==> src/rtl/fifo_burst_reader_pkg.sv <==
// Shared types and constants for the fifo_burst_reader block.
package fifo_burst_reader_pkg;

   typedef enum logic [1:0] {
      IDLE  = 2'd0,
      BURST = 2'd1,
      DRAIN = 2'd2
   } state_t;

   localparam int SKID_DEPTH = 2;
   localparam int STAT_WIDTH = 32;
   localparam int CNT_WIDTH  = $clog2(SKID_DEPTH + 1);

endpackage

==> src/rtl/fifo_burst_reader_if.sv <==
// Bus bundle for fifo_burst_reader: command channel, upstream FWFT read port,
// downstream write port and the word counter.
interface fifo_burst_reader_if #(
   parameter int DATA_WIDTH = 32,
   parameter int LEN_WIDTH  = 16
);
   import fifo_burst_reader_pkg::*;

   logic                  cmd_valid;
   logic                  cmd_ready;
   logic [LEN_WIDTH-1:0]  cmd_len;
   logic                  done;
   logic                  if_empty_n;
   logic                  if_read_ce;
   logic                  if_read;
   logic [DATA_WIDTH-1:0] if_dout;
   logic                  out_full_n;
   logic                  out_write_ce;
   logic                  out_write;
   logic [DATA_WIDTH-1:0] out_din;
   logic                  out_last;
   logic [STAT_WIDTH-1:0] stat_words;

   modport master (
      input  cmd_valid, cmd_len, if_empty_n, if_dout, out_full_n,
      output cmd_ready, done, if_read_ce, if_read, out_write_ce, out_write,
             out_din, out_last, stat_words
   );

   modport slave (
      output cmd_valid, cmd_len, if_empty_n, if_dout, out_full_n,
      input  cmd_ready, done, if_read_ce, if_read, out_write_ce, out_write,
             out_din, out_last, stat_words
   );
endinterface

==> src/rtl/fifo_burst_reader_skid.sv <==
// Two-entry in-order skid buffer; decouples the upstream pop from the downstream push.
module fifo_burst_reader_skid
   import fifo_burst_reader_pkg::*;
#(
   parameter int DATA_WIDTH = 32
) (
   input  logic                  clk,
   input  logic                  reset,
   input  logic                  push,
   input  logic [DATA_WIDTH-1:0] push_data,
   input  logic                  push_last,
   input  logic                  pop,
   output logic [CNT_WIDTH-1:0]  count,
   output logic [DATA_WIDTH-1:0] head_data,
   output logic                  head_last
);

   logic [DATA_WIDTH-1:0] data_q [SKID_DEPTH];
   logic [SKID_DEPTH-1:0] last_q;
   logic                  rd_ptr;
   logic                  wr_ptr;
   logic [CNT_WIDTH-1:0]  count_q;

   always_ff @(posedge clk or negedge reset) begin
      if (!reset) begin
         for (int i = 0; i < SKID_DEPTH; i++) data_q[i] <= '0;
         last_q  <= '0;
         rd_ptr  <= 1'b0;
         wr_ptr  <= 1'b0;
         count_q <= '0;
      end else begin
         if (push) begin
            data_q[wr_ptr] <= push_data;
            last_q[wr_ptr] <= push_last;
            wr_ptr         <= ~wr_ptr;
         end
         if (pop) rd_ptr <= ~rd_ptr;
         if (push && !pop)      count_q <= count_q + CNT_WIDTH'(1);
         else if (pop && !push) count_q <= count_q - CNT_WIDTH'(1);
      end
   end

   assign count     = count_q;
   assign head_data = data_q[rd_ptr];
   assign head_last = last_q[rd_ptr];

endmodule

==> src/rtl/fifo_burst_reader.sv <==
// Counted-burst mover from an upstream FWFT FIFO to a downstream FIFO.
// Optional word counter is built when FIFO_BURST_READER_STATS_EN is defined.
//
// state | meaning
// IDLE  | ready for a command
// BURST | popping upstream until remaining hits 0
// DRAIN | waiting for the skid to empty, then pulse done
module fifo_burst_reader
   import fifo_burst_reader_pkg::*;
#(
   parameter int DATA_WIDTH = 32,
   parameter int LEN_WIDTH  = 16
) (
   input logic                 clk,
   input logic                 reset,
   fifo_burst_reader_if.master bus
);

   state_t                state;
   logic [LEN_WIDTH-1:0]  remaining;
   logic                  done_q;
   logic [CNT_WIDTH-1:0]  skid_count;
   logic [DATA_WIDTH-1:0] head_data;
   logic                  head_last;
   logic                  pop_up;
   logic                  push_dn;

   // Both handshakes see only their own FIFO flag plus registered state.
   assign pop_up  = (state == BURST) && (remaining != '0) && bus.if_empty_n &&
                    (skid_count < CNT_WIDTH'(SKID_DEPTH));
   assign push_dn = (skid_count != '0) && bus.out_full_n;

   always_ff @(posedge clk or negedge reset) begin
      if (!reset) begin
         state     <= IDLE;
         remaining <= '0;
         done_q    <= 1'b0;
      end else begin
         done_q <= 1'b0;
         case (state)
            IDLE: begin
               if (bus.cmd_valid) begin
                  remaining <= bus.cmd_len;
                  state     <= (bus.cmd_len != '0) ? BURST : DRAIN;
               end
            end
            BURST: begin
               if (pop_up) begin
                  remaining <= remaining - LEN_WIDTH'(1);
                  if (remaining == LEN_WIDTH'(1)) state <= DRAIN;
               end
            end
            DRAIN: begin
               if (skid_count == '0) begin
                  done_q <= 1'b1;
                  state  <= IDLE;
               end
            end
            default: state <= IDLE;
         endcase
      end
   end

   fifo_burst_reader_skid #(
      .DATA_WIDTH(DATA_WIDTH)
   ) u_skid (
      .clk       (clk),
      .reset     (reset),
      .push      (pop_up),
      .push_data (bus.if_dout),
      .push_last (remaining == LEN_WIDTH'(1)),
      .pop       (push_dn),
      .count     (skid_count),
      .head_data (head_data),
      .head_last (head_last)
   );

   assign bus.cmd_ready    = (state == IDLE);
   assign bus.done         = done_q;
   assign bus.if_read_ce   = 1'b1;
   assign bus.if_read      = pop_up;
   assign bus.out_write_ce = 1'b1;
   assign bus.out_write    = push_dn;
   assign bus.out_din      = head_data;
   assign bus.out_last     = head_last;

`ifdef FIFO_BURST_READER_STATS_EN
   logic [STAT_WIDTH-1:0] stat_q;

   always_ff @(posedge clk or negedge reset) begin
      if (!reset) begin
         stat_q <= '0;
      end else if (push_dn && (stat_q != '1)) begin
         stat_q <= stat_q + STAT_WIDTH'(1);
      end
   end

   assign bus.stat_words = stat_q;
`else
   assign bus.stat_words = '0;
`endif

endmodule

==> src/flat_wrapper.sv <==
// flat-port wrapper written by rule: the top's interface ports become plain ports
module fifo_burst_reader_flat import fifo_burst_reader_pkg::*;
#(
   parameter int DATA_WIDTH = 32,
   parameter int LEN_WIDTH  = 16
)
  (clk, reset, bus_cmd_valid, bus_cmd_len, bus_if_empty_n, bus_if_dout, bus_out_full_n, bus_cmd_ready, bus_done, bus_if_read_ce, bus_if_read, bus_out_write_ce, bus_out_write, bus_out_din, bus_out_last, bus_stat_words);
  fifo_burst_reader_if #(.DATA_WIDTH(DATA_WIDTH), .LEN_WIDTH(LEN_WIDTH)) bus_i ();
  input logic clk;
  input logic reset;
  input wire logic [$bits(bus_i.cmd_valid)-1:0] bus_cmd_valid;
  input wire logic [$bits(bus_i.cmd_len)-1:0] bus_cmd_len;
  input wire logic [$bits(bus_i.if_empty_n)-1:0] bus_if_empty_n;
  input wire logic [$bits(bus_i.if_dout)-1:0] bus_if_dout;
  input wire logic [$bits(bus_i.out_full_n)-1:0] bus_out_full_n;
  output wire logic [$bits(bus_i.cmd_ready)-1:0] bus_cmd_ready;
  output wire logic [$bits(bus_i.done)-1:0] bus_done;
  output wire logic [$bits(bus_i.if_read_ce)-1:0] bus_if_read_ce;
  output wire logic [$bits(bus_i.if_read)-1:0] bus_if_read;
  output wire logic [$bits(bus_i.out_write_ce)-1:0] bus_out_write_ce;
  output wire logic [$bits(bus_i.out_write)-1:0] bus_out_write;
  output wire logic [$bits(bus_i.out_din)-1:0] bus_out_din;
  output wire logic [$bits(bus_i.out_last)-1:0] bus_out_last;
  output wire logic [$bits(bus_i.stat_words)-1:0] bus_stat_words;
  assign bus_i.cmd_valid = bus_cmd_valid;
  assign bus_i.cmd_len = bus_cmd_len;
  assign bus_i.if_empty_n = bus_if_empty_n;
  assign bus_i.if_dout = bus_if_dout;
  assign bus_i.out_full_n = bus_out_full_n;
  assign bus_cmd_ready = bus_i.cmd_ready;
  assign bus_done = bus_i.done;
  assign bus_if_read_ce = bus_i.if_read_ce;
  assign bus_if_read = bus_i.if_read;
  assign bus_out_write_ce = bus_i.out_write_ce;
  assign bus_out_write = bus_i.out_write;
  assign bus_out_din = bus_i.out_din;
  assign bus_out_last = bus_i.out_last;
  assign bus_stat_words = bus_i.stat_words;
  fifo_burst_reader #(.DATA_WIDTH(DATA_WIDTH), .LEN_WIDTH(LEN_WIDTH)) u_core (.clk(clk), .reset(reset), .bus(bus_i));
endmodule
==> config.mk <==
export PLATFORM = sky130hd
export DESIGN_NAME = fifo_burst_reader_flat
export DESIGN_NICKNAME = d
export VERILOG_FILES = /design/src/rtl/fifo_burst_reader_pkg.sv /design/src/rtl/fifo_burst_reader_if.sv /design/src/rtl/fifo_burst_reader_skid.sv /design/src/rtl/fifo_burst_reader.sv /design/src/flat_wrapper.sv
export SDC_FILE = /design/constraint.sdc
export NUM_CORES = 1
export LEC_CHECK = 0
export BUFFER_PORTS_ARGS = -buffer_cell sky130_fd_sc_hd__buf_2
export CAP_MARGIN = 40
export CORE_MARGIN = 2
export CORE_UTILIZATION = 48
export DETAILED_ROUTE_END_ITERATION = 12
export GPL_TIMING_DRIVEN = 0
export PLACE_DENSITY_LB_ADDON = 0.05
export SYNTH_ARGS = -nofsm -noshare
export SYNTH_HDL_FRONTEND = slang
export SYNTH_HIERARCHICAL = 1
export SYNTH_SLANG_ARGS = --single-unit
==> constraint.sdc <==
create_clock -name clk -period 2.33 [get_ports clk]
set_clock_uncertainty 0.1 [all_clocks]
set_input_delay 0.1165 -clock clk [delete_from_list [all_inputs] [get_ports clk]]
set_output_delay 0.1165 -clock clk [all_outputs]
set_load 0.1 [all_outputs]
==> reports/metrics.json <==
{
  "timing.setup.critical_path_class": {"value": "flop to flop"},
  "timing.critical_path.from_type": {"value": "flop"},
  "worst_pin_slew": {"value": 0.508, "unit": "ns"},
  "synth.top_cells.by_count": {"value": "dfrtp_1 (89), mux2_2 (69), buf_4 (34), mux2_4 (30), a21oi_1 (22)"},
  "postSynthAreaPerCell": {"value": 12.6, "unit": "um^2"},
  "drv_slew": {"value": 0},
  "ys_top_cells_by_area": {"value": "dfrtp_1 (47%), mux2_2 (16%), mux2_4 (9.5%), buf_4 (5.4%), a21oi_1 (2.3%)"},
  "io_pins": {"value": 124},
  "finalNonFillerCells": {"value": 685},
  "synth.ff_latch_count": {"value": 89},
  "synth_top_flop_cell": {"value": "dfrtp_1"},
  "number_of_enable_type_register_cells_in_the_synthesized_netlist": {"value": 0},
  "nNetsFinal": {"value": 605},
  "max_cap_viol_count": {"value": 0},
  "numClockSinks": {"value": 89},
  "dp_worst_setup_slack": {"value": -0.0286, "unit": "ns"},
  "yosysSeqAreaShare": {"value": 47.1, "unit": "%"},
  "ctsLongestPathBuffers": {"value": 2},
  "wire_per_inst": {"value": 15.0, "unit": "um"},
  "asyncSetResetFlopFracSynth": {"value": 100, "unit": "%"},
  "wire_length_of_the_first_global_routing_pass": {"value": 16.2, "unit": "mm"},
  "timing.critical_path.to_type": {"value": "flop"},
  "placement_rows": {"value": 36},
  "dr_total_vias": {"value": 3361},
  "min-delay-start": {"value": "bus_cmd_len[5]"},
  "port-buffer-count": {"value": 89},
  "critical_r2r_capture": {"value": "u_core/u_skid/data_q[52]"},
  "finalSetupViolations": {"value": 0},
  "number_of_cells_traversed_by_the_worst_register_to_register_path": {"value": 7},
  "post-synth-top-count-cell": {"value": "dfrtp_1"},
  "cts_tree": {"value": "done"},
  "mappedNetlistArea": {"value": 4720, "unit": "um^2"},
  "cts_made_buffers": {"value": 9},
  "worstReg2RegStart": {"value": "u_core/remaining[8]"},
  "status": {"value": "finished clean"},
  "dieWidth": {"value": 103, "unit": "um"},
  "worstHoldPathCells": {"value": 3},
  "yosys.area.top_type_share": {"value": 47.1, "unit": "%"},
  "gp_routability_congestion": {"value": 0.876},
  "fmaxAchievable": {"value": 460, "unit": "MHz"},
  "r2r_setup_slack": {"value": 0.16, "unit": "ns"},
  "synth.distinct_cells": {"value": 52},
  "final_hold_viol_count": {"value": 0},
  "cp.required": {"value": 2.46, "unit": "ns"},
  "finalWorstPathRequiredPeriod": {"value": 2.17, "unit": "ns"},
  "layout-drive-gt1-share": {"value": 48.6, "unit": "%"},
  "postRouteAntennaNets": {"value": 0},
  "period_utilization": {"value": 93.3, "unit": "%"},
  "remaining_drc_errors": {"value": 0},
  "maxSlewHeadroom": {"value": 65.9, "unit": "%"},
  "post_synth_inst_count": {"value": 375},
  "synth_top_area_cell": {"value": "dfrtp_1"},
  "grt_pass1_vias": {"value": 3331},
  "yosys_warning_total": {"value": 6},
  "grt_antenna_before_repair": {"value": 0},
  "start_util": {"value": 48.8, "unit": "%"},
  "dpl.cell_count": {"value": 630},
  "grt_start_max_net_pins": {"value": 56},
  "min_path_type": {"value": "input pin to flop"},
  "worst-path-max-fanout": {"value": 10},
  "crit_arrival": {"value": 2.30, "unit": "ns"},
  "drtIter0Drc": {"value": 87},
  "unrepaired_setup_endpoints_after_global_routing": {"value": "no"},
  "globalRoute.totalOverflow": {"value": 0},
  "die_h": {"value": 103, "unit": "um"},
  "detailedPlacementHpwl": {"value": 7.33, "unit": "mm"},
  "firstDrtPassIters": {"value": 4},
  "fp.dieArea": {"value": 10700, "unit": "um^2"},
  "syn2layout_area_growth": {"value": 29.2, "unit": "%"},
  "post_dr_vias_cell": {"value": 4.91},
  "setup_ws": {"value": 0.157, "unit": "ns"},
  "core_area": {"value": 9680, "unit": "um^2"},
  "drt_wl_total": {"value": 10.3, "unit": "mm"},
  "grt_use_total": {"value": 19.7, "unit": "%"},
  "worstSkewPairLatency": {"value": 0.34, "unit": "ns"},
  "hold_path_end": {"value": "u_core/remaining[5]"},
  "clock_root_cell": {"value": "clkbuf_8"},
  "cts_htree_levels": {"value": 3},
  "clk_transition_reported_paths": {"value": 0.08, "unit": "ns"},
  "antenna-diode-count": {"value": 0}
}
## layer usage
metal  vias up  routed length (um)  GRT usage (%)
li1       1625                   -              -
met1      1625                4680           26.8
met2       100                4980           32.8
met3        11                 509           2.96
met4         0                 114           6.07
met5         -                   0              0
## kinds of logic (layout without fill, tap and decap cells)
group / after synthesis / after routing / share of synthesized area [%]
simple gates: 59 / 59 / 7.18
fa+ha+maj: 4 / 4 / 1.06
mux: 99 / 99 / 26.0
buf+inv: 57 / 202 / 9.32
flops: 89 / 89 / 47.1
xor+xnor: 5 / 5 / 0.927
compound gates: 60 / 60 / 8.24
other cells: 2 / 34 / 0.159
## worst max-delay path: stages (launching register included)
cell	delay, ns
dfrtp_1	0.43
nor3_1	0.33
and4_4	0.36
a21oi_4	0.09
nor2b_4	0.13
buf_6	0.14
buf_12	0.15
mux2_4	0.30
## area by class of cell
type,instances,area (um^2)
plain buffers,52,422
clock buffers,9,124
clock inverters,6,67.6
fillers,783,3580
inverters,5,22.5
multi-input cells,261,2200
flip-flops and latches,89,2230
well taps,133,166
repair buffers,130,873
## stage by stage
stage               util (%)  setup TNS [ns]  instance area (um^2)  hold slack (ns)
floorplan                  -           -2.72                  4870           -0.279
global placement        56.6          -0.676                  5480            0.262
detailed placement      56.9          -0.551                  5510          0.00780
CTS                     63.0               0                  6100          0.00167
global route            63.0               0                  6110           0.0137
finish                  63.0               0                  6110          0.00946
## registers in the layout, indices dropped and copies added (netlist names)
| register | flops |
|---|---|
| u_core/remaining | 16 |
| u_core/u_skid/last_q | 2 |
| u_core/state | 2 |
| u_core/u_skid/rd_ptr | 1 |
| u_core/u_skid/wr_ptr | 1 |
| u_core/u_skid/data_q | 64 |
| u_core/bus.done | 1 |
| u_core/u_skid/count | 2 |
## placed cells by master, fill, tap and decap left out, drive strengths merged, types with 2 or more instances in the layout
cell | Yosys | final
a21oi | 22 | 22
a31oi | 2 | 2
a41oi | 2 | 2
buf | 47 | 138
clkbuf | 5 | 14
clkinv | 0 | 2
clkinvlp | 0 | 3
conb | 2 | 34
dfrtp | 89 | 89
dlygate4sd3 | 0 | 39
ha | 4 | 4
inv | 5 | 5
mux2 | 99 | 99
nand2 | 14 | 14
nand2b | 3 | 3
nand3 | 3 | 3
nand4 | 2 | 2
nor2 | 15 | 15
nor2b | 3 | 3
nor3 | 3 | 3
nor3b | 2 | 2
nor4 | 8 | 8
o211ai | 2 | 2
o21ai | 17 | 17
o22ai | 3 | 3
o311ai | 2 | 2
xor2 | 4 | 4
## worst max path at each step
stage | from | to | slack, ns | cells past startpoint
2_1_floorplan | u_core/remaining[0] | u_core/u_skid/data_q[32] | -0.09 | 7
3_3_place_gp | u_core/remaining[6] | u_core/u_skid/data_q[52] | -0.02 | 7
3_5_place_dp | u_core/remaining[6] | u_core/u_skid/data_q[42] | -0.03 | 7
4_1_cts | u_core/remaining[12] | u_core/u_skid/data_q[52] | 0.11 | 7
5_1_grt | u_core/remaining[3] | u_core/remaining[13] | 0.01 | 5
6_report | u_core/remaining[8] | u_core/u_skid/data_q[52] | 0.16 | 7
## what timing repair did
action,in CTS,in global routing
endpoints found under the hold margin,104,0
buffers inserted,1,0
hold buffers,39,0
gates resized for setup,0,1
setup endpoints to repair,54,17
pin swaps,1,0
Power is left out: the tool's default activity adds up to more than one toggle a clock period on the data nets, which glitch-free logic cannot reach.
